--- config.mk ---
export PLATFORM = sky130hd
export DESIGN_NAME = alu_wide_sequencer
export DESIGN_NICKNAME = d
export VERILOG_FILES = /design/src/rtl/alu_wide_sequencer_pkg.sv /design/src/rtl/alu_wide_sequencer.sv
export SDC_FILE = /design/constraint.sdc
export NUM_CORES = 1
export LEC_CHECK = 0
export CORE_MARGIN = 2
export CORE_UTILIZATION = 42
export DETAILED_ROUTE_END_ITERATION = 8
export HOLD_SLACK_MARGIN = 0.12
export PLACE_DENSITY = 0.74
export SYNTH_ARGS = -nofsm -noshare
export SYNTH_HDL_FRONTEND = slang
export SYNTH_SLANG_ARGS = --single-unit
--- constraint.sdc ---
create_clock -name clk -period 9.1 [get_ports clk]
set_input_delay 2.73 -clock clk [delete_from_list [all_inputs] [get_ports clk]]
set_output_delay 2.73 -clock clk [all_outputs]
set_load 0.02 [all_outputs]
--- src/rtl/alu_wide_sequencer_pkg.sv ---
// alu_wide_sequencer_pkg
// Shared definitions for the two-pass 64-bit ALU sequencer:
//   - request op encodings (3 bits)
//   - execute-stage ALU command codes (4 bits)
//   - bit positions inside a {N,Z,C,V} status nibble
//   - sequencer state encoding
//   - helpers that map a request op onto the ALU command for each pass
package alu_wide_sequencer_pkg;

  // Request op encodings
  localparam logic [2:0] OP_ADD = 3'b000;
  localparam logic [2:0] OP_SUB = 3'b001;
  localparam logic [2:0] OP_AND = 3'b010;
  localparam logic [2:0] OP_ORR = 3'b011;
  localparam logic [2:0] OP_EOR = 3'b100;
  localparam logic [2:0] OP_MOV = 3'b101;
  localparam logic [2:0] OP_MVN = 3'b110;
  localparam logic [2:0] OP_RSV = 3'b111;

  // Execute-stage ALU commands
  localparam logic [3:0] CMD_NONE = 4'b0000;
  localparam logic [3:0] CMD_MOV  = 4'b0001;
  localparam logic [3:0] CMD_ADD  = 4'b0010;
  localparam logic [3:0] CMD_ADC  = 4'b0011;
  localparam logic [3:0] CMD_SUB  = 4'b0100;
  localparam logic [3:0] CMD_SBC  = 4'b0101;
  localparam logic [3:0] CMD_AND  = 4'b0110;
  localparam logic [3:0] CMD_ORR  = 4'b0111;
  localparam logic [3:0] CMD_EOR  = 4'b1000;
  localparam logic [3:0] CMD_MVN  = 4'b1001;

  // Bit positions inside a {N,Z,C,V} status nibble
  localparam int unsigned ST_N = 3;
  localparam int unsigned ST_Z = 2;
  localparam int unsigned ST_C = 1;
  localparam int unsigned ST_V = 0;

  // Sequencer states
  typedef enum logic [1:0] {
    S_IDLE = 2'b00,
    S_LO   = 2'b01,
    S_HI   = 2'b10,
    S_DONE = 2'b11
  } seq_state_t;

  // ALU command for the low-word pass (no carry chaining yet)
  function automatic logic [3:0] lo_cmd(input logic [2:0] op);
    logic [3:0] cmd;
    case (op)
      OP_ADD:  cmd = CMD_ADD;
      OP_SUB:  cmd = CMD_SUB;
      OP_AND:  cmd = CMD_AND;
      OP_ORR:  cmd = CMD_ORR;
      OP_EOR:  cmd = CMD_EOR;
      OP_MOV:  cmd = CMD_MOV;
      OP_MVN:  cmd = CMD_MVN;
      default: cmd = CMD_NONE;
    endcase
    return cmd;
  endfunction

  // ALU command for the high-word pass: arithmetic switches to its carry-chained form
  function automatic logic [3:0] hi_cmd(input logic [2:0] op);
    logic [3:0] cmd;
    case (op)
      OP_ADD:  cmd = CMD_ADC;
      OP_SUB:  cmd = CMD_SBC;
      default: cmd = lo_cmd(op);
    endcase
    return cmd;
  endfunction

endpackage

--- src/rtl/alu_wide_sequencer.sv ---
// alu_wide_sequencer
// Runs one 64-bit operation as two passes through the shared 32-bit execute
// ALU: low word first, then high word with the carry chained in. Flags of the
// two passes are merged into a single 64-bit NZCV result.
// Ports:
//   clk, rst                 clock, asynchronous active-high reset
//   req_valid/req_ready      request handshake; req_op, req_a, req_b payload
//   rsp_valid/rsp_ready      response handshake; rsp_result, rsp_status {N,Z,C,V},
//                            rsp_err (reserved op requested)
//   alu_in1/alu_in2/alu_carry_in/alu_exe_cmd   drive the external ALU
//   alu_result/alu_status    combinational answer from the external ALU
module alu_wide_sequencer
  import alu_wide_sequencer_pkg::*;
(
  input  logic        clk,
  input  logic        rst,
  input  logic        req_valid,
  output logic        req_ready,
  input  logic [2:0]  req_op,
  input  logic [63:0] req_a,
  input  logic [63:0] req_b,
  output logic        rsp_valid,
  input  logic        rsp_ready,
  output logic [63:0] rsp_result,
  output logic [3:0]  rsp_status,
  output logic        rsp_err,
  output logic [31:0] alu_in1,
  output logic [31:0] alu_in2,
  output logic        alu_carry_in,
  output logic [3:0]  alu_exe_cmd,
  input  logic [31:0] alu_result,
  input  logic [3:0]  alu_status
);

  seq_state_t  state_q, state_d;
  logic [2:0]  op_q, op_d;
  logic [63:0] a_q, a_d;
  logic [63:0] b_q, b_d;
  logic [31:0] res_lo_q, res_lo_d;
  logic        c_lo_q, c_lo_d;
  logic        z_lo_q, z_lo_d;
  logic [63:0] rsp_result_q, rsp_result_d;
  logic [3:0]  rsp_status_q, rsp_status_d;
  logic        rsp_err_q, rsp_err_d;

  logic        accept_s;
  logic        op_rsv_s;

  assign req_ready  = (state_q == S_IDLE);
  assign rsp_valid  = (state_q == S_DONE);
  assign rsp_result = rsp_result_q;
  assign rsp_status = rsp_status_q;
  assign rsp_err    = rsp_err_q;

  assign accept_s = req_valid && req_ready;
  assign op_rsv_s = (op_q == OP_RSV);

  // ALU drive: operands and command follow the current pass, zero otherwise
  always_comb begin
    alu_in1      = 32'h0000_0000;
    alu_in2      = 32'h0000_0000;
    alu_carry_in = 1'b0;
    alu_exe_cmd  = CMD_NONE;
    case (state_q)
      S_LO: begin
        alu_in1     = a_q[31:0];
        alu_in2     = b_q[31:0];
        alu_exe_cmd = lo_cmd(op_q);
      end
      S_HI: begin
        alu_in1     = a_q[63:32];
        alu_in2     = b_q[63:32];
        alu_exe_cmd = hi_cmd(op_q);
        // The ALU reports raw borrow on subtract, while SBC expects a
        // "no-borrow" carry input, hence the inversion for SUB.
        if (op_q == OP_ADD) begin
          alu_carry_in = c_lo_q;
        end else if (op_q == OP_SUB) begin
          alu_carry_in = ~c_lo_q;
        end else begin
          alu_carry_in = 1'b0;
        end
      end
      default: begin
        alu_exe_cmd = CMD_NONE;
      end
    endcase
  end

  // Next-state, request capture, low-pass capture and response merge
  always_comb begin
    state_d      = state_q;
    op_d         = op_q;
    a_d          = a_q;
    b_d          = b_q;
    res_lo_d     = res_lo_q;
    c_lo_d       = c_lo_q;
    z_lo_d       = z_lo_q;
    rsp_result_d = rsp_result_q;
    rsp_status_d = rsp_status_q;
    rsp_err_d    = rsp_err_q;
    case (state_q)
      S_IDLE: begin
        if (accept_s) begin
          op_d    = req_op;
          a_d     = req_a;
          b_d     = req_b;
          state_d = S_LO;
        end else begin
          state_d = S_IDLE;
        end
      end
      S_LO: begin
        res_lo_d = alu_result;
        c_lo_d   = alu_status[ST_C];
        z_lo_d   = alu_status[ST_Z];
        state_d  = S_HI;
      end
      S_HI: begin
        if (op_rsv_s) begin
          rsp_result_d = 64'h0000_0000_0000_0000;
          rsp_status_d = 4'b0100;
          rsp_err_d    = 1'b1;
        end else begin
          rsp_result_d = {alu_result, res_lo_q};
          rsp_status_d = {alu_status[ST_N], z_lo_q & alu_status[ST_Z],
                          alu_status[ST_C], alu_status[ST_V]};
          rsp_err_d    = 1'b0;
        end
        state_d = S_DONE;
      end
      S_DONE: begin
        if (rsp_ready) begin
          state_d = S_IDLE;
        end else begin
          state_d = S_DONE;
        end
      end
      default: begin
        state_d = S_IDLE;
      end
    endcase
  end

  // State and datapath registers with asynchronous reset
  always_ff @(posedge clk or posedge rst) begin
    if (rst) begin
      state_q      <= S_IDLE;
      op_q         <= 3'b000;
      a_q          <= 64'h0000_0000_0000_0000;
      b_q          <= 64'h0000_0000_0000_0000;
      res_lo_q     <= 32'h0000_0000;
      c_lo_q       <= 1'b0;
      z_lo_q       <= 1'b0;
      rsp_result_q <= 64'h0000_0000_0000_0000;
      rsp_status_q <= 4'b0000;
      rsp_err_q    <= 1'b0;
    end else begin
      state_q      <= state_d;
      op_q         <= op_d;
      a_q          <= a_d;
      b_q          <= b_d;
      res_lo_q     <= res_lo_d;
      c_lo_q       <= c_lo_d;
      z_lo_q       <= z_lo_d;
      rsp_result_q <= rsp_result_d;
      rsp_status_q <= rsp_status_d;
      rsp_err_q    <= rsp_err_d;
    end
  end

endmodule

==> flow_summary.toml, run 1 <==
[global_routing]
grt_antenna_before_repair = 0
grt_pass1_wl_mm = 40.00
grt_pass1_vias = 7123
grt_max_degree = 179
grt_use_met1 = 0.2631
gr-usage-all-layers = 0.2070
grt.overflow.total = 0
grt_use_met3 = 0.06757
met2_usage = 0.3442
grt_busiest_layer = "met2"

[critical_path]
cp.required_ps = 6370
cp-start-kind = "register"
endpoint_kind = "output pin"
path_class = "reg2out"
cp_cell_sequence = "inv_1, ha_4, buf_4, a22oi_1, nor2b_1, clkdlybuf4s50_1"
reg2reg_slack_ps = 6100
rr_worst_depth = 7
crit_path_start = "state_q[1]$_DFF_PP0_"
r2r_start = "state_q[0]$_DFF_PP0_"
crit_arrival_ps = 3360
crit_fanout = 63
max_stage_delay_ps = 700
cp_slowest_cell = "buf_4"

[floorplanning]
die_w_um = 156.4
core_area_um2 = 22710
pin_count = 311
chipHeight_um = 156.4
die_area_um2 = 24470
rows = 55
start_util = 0.4297

[worst_hold_path]
hold_start = "res_lo_q[18]$_DFFE_PP0P_"
hold_path_depth = 1
hold_path.class = "reg2reg"

[logic_synthesis]
syn_avg_cell_area_um2 = 14.25
yosysUniqueCellTypes = 25
synthesis.nets = 860
syn_inst = 685
yosysSeqAreaShare = 0.6052
syn_area_um2 = 9758
yosys_warnings = 0
yosys_register_bits = 236

[timing]
hold_viol_final = 0
max_freq_mhz = 164.2
report.final.slew_viol_count = 0
whs_ps = 489.5
setup-tns-final_ps = 0
max_slew_margin = 0.3199
rsz0062_at_grt = "false"
period_needed_ps = 6090
tightest_slew_ps = 1019
final-setup-viol-count = 0
fin_ws_ps = 3010
clock_skew_ps = 10.54
fin_crit_sh = 0.6692

[final_layout]
drive_gt1_frac = 0.2238
final_util = 0.6096
syn_to_final_growth_pct = 41.88
diodes = 0
nets = 1150

[status]
status = "finished, final reports clean"

[clock_network]
cts.repair.resized = 0
cts_buffer_depth = 3
insertion_delay_ps = 520
clkSinkCount = 236
numCtsBuffers = 26
cts_tree = "yes"
cts-hold-fix-buffers = 0
clockRootBuffer = "clkbuf_16"
htreeDepth = 1
post_cts_buffers = 0
clk_pin_slew_ps = 60

[detailed_routing]
vias_per_cell = 5.280
drt_pre_antenna_iters = 4
wl_mm = 25.78
drc = 0
wl_per_cell_um = 20.19
postRouteAntennaNets = 0
dr.first_iter.drc_count = 287
vias = 6742

[pwr]
p_per_area_nw_per_um2 = 397.8
p_leak_uw = 0.005715
peakVddDrop_uv = 203.6

[place]
place_congestion = 0.8187
place_ws_ps = 3524
io_buffers = 310
hpwlAfterDp_mm = 17.50

[job]
maxCapViolations = 0
-- metal layers --
layer | up-vias | share of wire
li1 | 3077 | -
met1 | 3386 | 0.41
met2 | 246 | 0.48
met3 | 33 | 0.090
met4 | 0 | 0.019
met5 | - | 0
-- final cells by class --
cell class | count | area [µm²]
repair buffers | 318 | 3176
inverters | 6 | 28.78
clock inverters | 6 | 33.78
clock buffers | 39 | 790.8
fillers | 1823 | 8865
multi-input cells | 387 | 3553
well taps | 285 | 356.6
flip-flops and latches | 236 | 5906
-- synthesized netlist by cell type --
library cell,count,area share
nor3b_1,1,0.00077
nor4_1,1,0.00064
a22o_1,67,0.060
nor2_1,2,0.00077
buf_6,3,0.0035
nand2_1,2,0.00077
nor3_1,2,0.0010
o21ai_0,1,0.00051
ha_1,4,0.0051
buf_2,19,0.0097
inv_1,5,0.0019
clkbuf_2,1,0.00051
nor2_4,1,0.0012
buf_1,5,0.0019
nor2b_1,66,0.042
a211oi_1,4,0.0031
mux2_2,166,0.19
dfrtp_1,236,0.61
a22oi_1,64,0.049
buf_4,11,0.0085
xnor2_1,2,0.0018
a21oi_1,3,0.0015
and3_4,1,0.0012
clkbuf_1,17,0.0065
inv_4,1,0.00064
-- flip-flops by register name, summed over array words and instances (netlist names) --
name,count
res_lo_q,32
a_q,64
z_lo_q,1
op_q,3
c_lo_q,1
rsp_err,1
rsp_status,4
state_q,2
rsp_result,64
b_q,64
-- worst max-delay path, delay by kind of cell, from the launching register on --
family | cells | cell delay [ps]
fa+ha+maj | 1 | 490
compound gates | 1 | 200
buf+inv | 3 | 1500
simple gates | 1 | 200
flops | 1 | 400
-- stage by stage --
stage	cells	cell area (µm²)	power, µW
after detailed placement	1232	13020	4547
final	1277	13840	5508
after CTS	1277	13840	5573
after floorplan	685	9762	3513
after global placement	1232	13020	4492
after global routing	1277	13840	5839
-- cell usage in the layout (no fill, tap or decap), types with 2 or more instances in the layout --
cell,Yosys,final
nor2b_1,66,66
a22oi_1,64,64
nor2_1,2,2
clkinv_2,0,5
clkbuf_8,0,7
a211oi_1,4,4
xnor2_1,2,2
buf_4,11,7
a22o_1,67,67
dfrtp_1,236,236
clkbuf_16,0,27
ha_2,0,2
a21oi_1,3,3
clkdlybuf4s50_1,0,310
inv_1,5,4
mux2_2,166,166
clkbuf_1,17,5
nor3_1,2,2
-- report_power, final --
| part | total (µW) | switching (µW) | leakage [µW] | internal (µW) |
|---|---|---|---|---|
| logic | 2620 | 1250 | 0.00247 | 1370 |
| clock network | 1010 | 410 | 0.000413 | 596 |
| registers | 1890 | 300 | 0.00283 | 1580 |
| total | 5510 | 1960 | 0.00572 | 3550 |
-- path summary, 6_finish.rpt --
kind | to
worst max-delay path | alu_in1[19]
worst min-delay path | rsp_result[18]$_DFFE_PP0P_
worst max register to register | rsp_result[44]$_DFFE_PP0P_
worst min register to register | rsp_result[18]$_DFFE_PP0P_
max in group asynchronous | b_q[29]$_DFFE_PP0P_
min in group asynchronous | a_q[26]$_DFFE_PP0P_
-- cell families after synthesis --
group / count (synthesis) / synth area share
DFF: 236 / 0.6052
muxes: 166 / 0.1916
buffers and inverters: 62 / 0.03321
and+or+nand+nor: 76 / 0.04860
adders and majority gates: 4 / 0.005129
xor gates and xnor gates: 2 / 0.001795
AOI/OAI and AO/OA: 139 / 0.1145
No activity file was read; power rests on OpenSTA's default activity.
==> inputs of run 2 (changes only) <==
- CORE_UTILIZATION: 42 -> 47
- PLACE_DENSITY: 0.74 -> 0.78
- clock period: 9.1 -> 6.3 ns (I/O delays scaled with it)
==> flow_summary.toml, run 2 (synthesis gave the netlist of run 1 again) <==
[status]
status = "finished, final reports clean"

[floorplanning]
die_w_um = 148.1
chipHeight_um = 148.1
start_util = 0.4807
pin_count = 311
rows = 52
die_area_um2 = 21930
core_area_um2 = 20300

[clock_network]
post_cts_buffers = 0
cts_buffer_depth = 3
clockRootBuffer = "clkbuf_16"
numCtsBuffers = 25
cts-hold-fix-buffers = 0
insertion_delay_ps = 520
cts.repair.resized = 0
cts_tree = "yes"
htreeDepth = 1
clk_pin_slew_ps = 60
clkSinkCount = 236

[place]
place_congestion = 0.8100
placedInstanceArea_um2 = 13030
io_buffers = 310
hpwlAfterDp_mm = 17.08

[critical_path]
max_stage_delay_ps = 630
r2r_start = "state_q[0]$_DFF_PP0_"
worstReg2RegEnd = "rsp_result[44]$_DFFE_PP0P_"
path_buf_inv = 3
crit_fanout = 53
path_depth = 6
cp.required_ps = 4410
cp-endpoint = "alu_in1[0]"
crit_path_start = "state_q[0]$_DFF_PP0_"
crit_family = "buffers and inverters"
cp_cell_sequence = "inv_1, ha_2, buf_4, a22oi_1, nor2b_1, clkdlybuf4s50_1"
crit_arrival_ps = 3150
cp-start-kind = "register"
rr_worst_depth = 6
cp_slowest_cell = "clkdlybuf4s50_1"
path_class = "reg2out"
reg2reg_slack_ps = 3570
endpoint_kind = "output pin"

[final_layout]
final_util = 0.6806
syn_to_final_growth_pct = 41.58
seq_area_um2 = 5906
final_common_cell = "clkdlybuf4s50_1"
drive_gt1_frac = 0.2208
multi_input_area_um2 = 3551
diodes = 0
final_cell_mix = "clkdlybuf4s50_1 (310), dfrtp_1 (236), mux2_2 (166)"
fin_area_um2 = 13820
fillCellCount = 1507
nets = 1151

[timing]
hold_viol_final = 0
period_needed_ps = 5043
report.final.slew_viol_count = 0
max_freq_mhz = 198.3
rsz0062_at_grt = "false"
max_slew_margin = 0.3267
tightest_slew_ps = 1010
fin_crit_sh = 0.8005
setup-tns-final_ps = 0
final-setup-viol-count = 0
clock_skew_ps = 15.65

[global_routing]
gr-usage-all-layers = 0.2299
grt.overflow.total = 0
grt_pass1_vias = 7128
grt_antenna_before_repair = 0
grt_max_degree = 119
grt_pass1_wl_mm = 40.08

[pwr]
p_per_area_nw_per_um2 = 572.9
peakVddDrop_uv = 275.7
p_leak_uw = 0.005710

[detailed_routing]
wl_mm = 25.20
vias_per_cell = 5.349
dr.first_iter.drc_count = 253
drt_pre_antenna_iters = 4
wl_per_cell_um = 19.97
postRouteAntennaNets = 0
drc = 0
vias = 6750

[worst_hold_path]
hold_path.class = "reg2reg"

[job]
maxCapViolations = 0
## run 2: changes by cell type in the layout (fill, tap and decap cells not counted), sizes merged
cell,before,now
clkinv,6,1
clkbuf,39,41
buf,8,10
inv,5,6
## run 2: final cells by class
class,instances,share of cell area
Sequential cell,236,0.4275
Multi-Input combinational cell,387,0.2570
Timing Repair Buffer,320,0.2318
Clock buffer,41,0.05615
Tap cell,270,0.02445
Inverter,6,0.002083
Clock inverter,2,0.0009962
## run 2: how the worst min path moves through the flow
stage / startpoint / to / slack [ps] / depth (start not counted)
after floorplan: res_lo_q[0]$_DFFE_PP0P_ / rsp_result[0]$_DFFE_PP0P_ / 460 / 1
after CTS: res_lo_q[7]$_DFFE_PP0P_ / rsp_result[7]$_DFFE_PP0P_ / 490 / 1
after global routing: res_lo_q[15]$_DFFE_PP0P_ / rsp_result[15]$_DFFE_PP0P_ / 500 / 1
after detailed placement: res_lo_q[18]$_DFFE_PP0P_ / rsp_result[18]$_DFFE_PP0P_ / 470 / 1
after global placement: res_lo_q[11]$_DFFE_PP0P_ / rsp_result[11]$_DFFE_PP0P_ / 470 / 1
final: res_lo_q[7]$_DFFE_PP0P_ / rsp_result[7]$_DFFE_PP0P_ / 490 / 1
## run 2: metal layers
layer  vias to the layer above  wire length (µm)  global-route usage
li1                       3074                 -                   -
met1                      3393             10470              0.3037
met2                       243             11950              0.3676
met3                        40              2190             0.07546
met4                         0               600             0.06333
met5                         -                 0                   0
## run 2: worst reg2reg max path, delay by kind of cell, from the launching register on
| kind | cells | cell delay [ps] |
|---|---|---|
| AO/OA/AOI/OAI | 1 | 250 |
| adder cells (fa/ha/maj) | 1 | 470 |
| buffers and inverters | 3 | 1060 |
| flip-flops | 1 | 420 |
| AND/OR/NAND/NOR | 1 | 460 |
## run 2: per-stage QoR
stage	worst slack, ps	power, µW	cells	hold slack (ps)
after global placement	1807	6476	1219	467.6
after global routing	1071	8383	1262	498.5
after detailed placement	1773	6557	1219	474.2
after floorplan	1318	5075	685	462.2
after CTS	1201	8003	1262	488.5
final	1257	7915	1262	485.9
## run 2: report_power, final
group          internal (µW)  switching (µW)  leakage, µW
registers               2290             430      0.00283
clock network            833             571     0.000389
logic                   1980            1810      0.00249
total                   5110            2810      0.00571
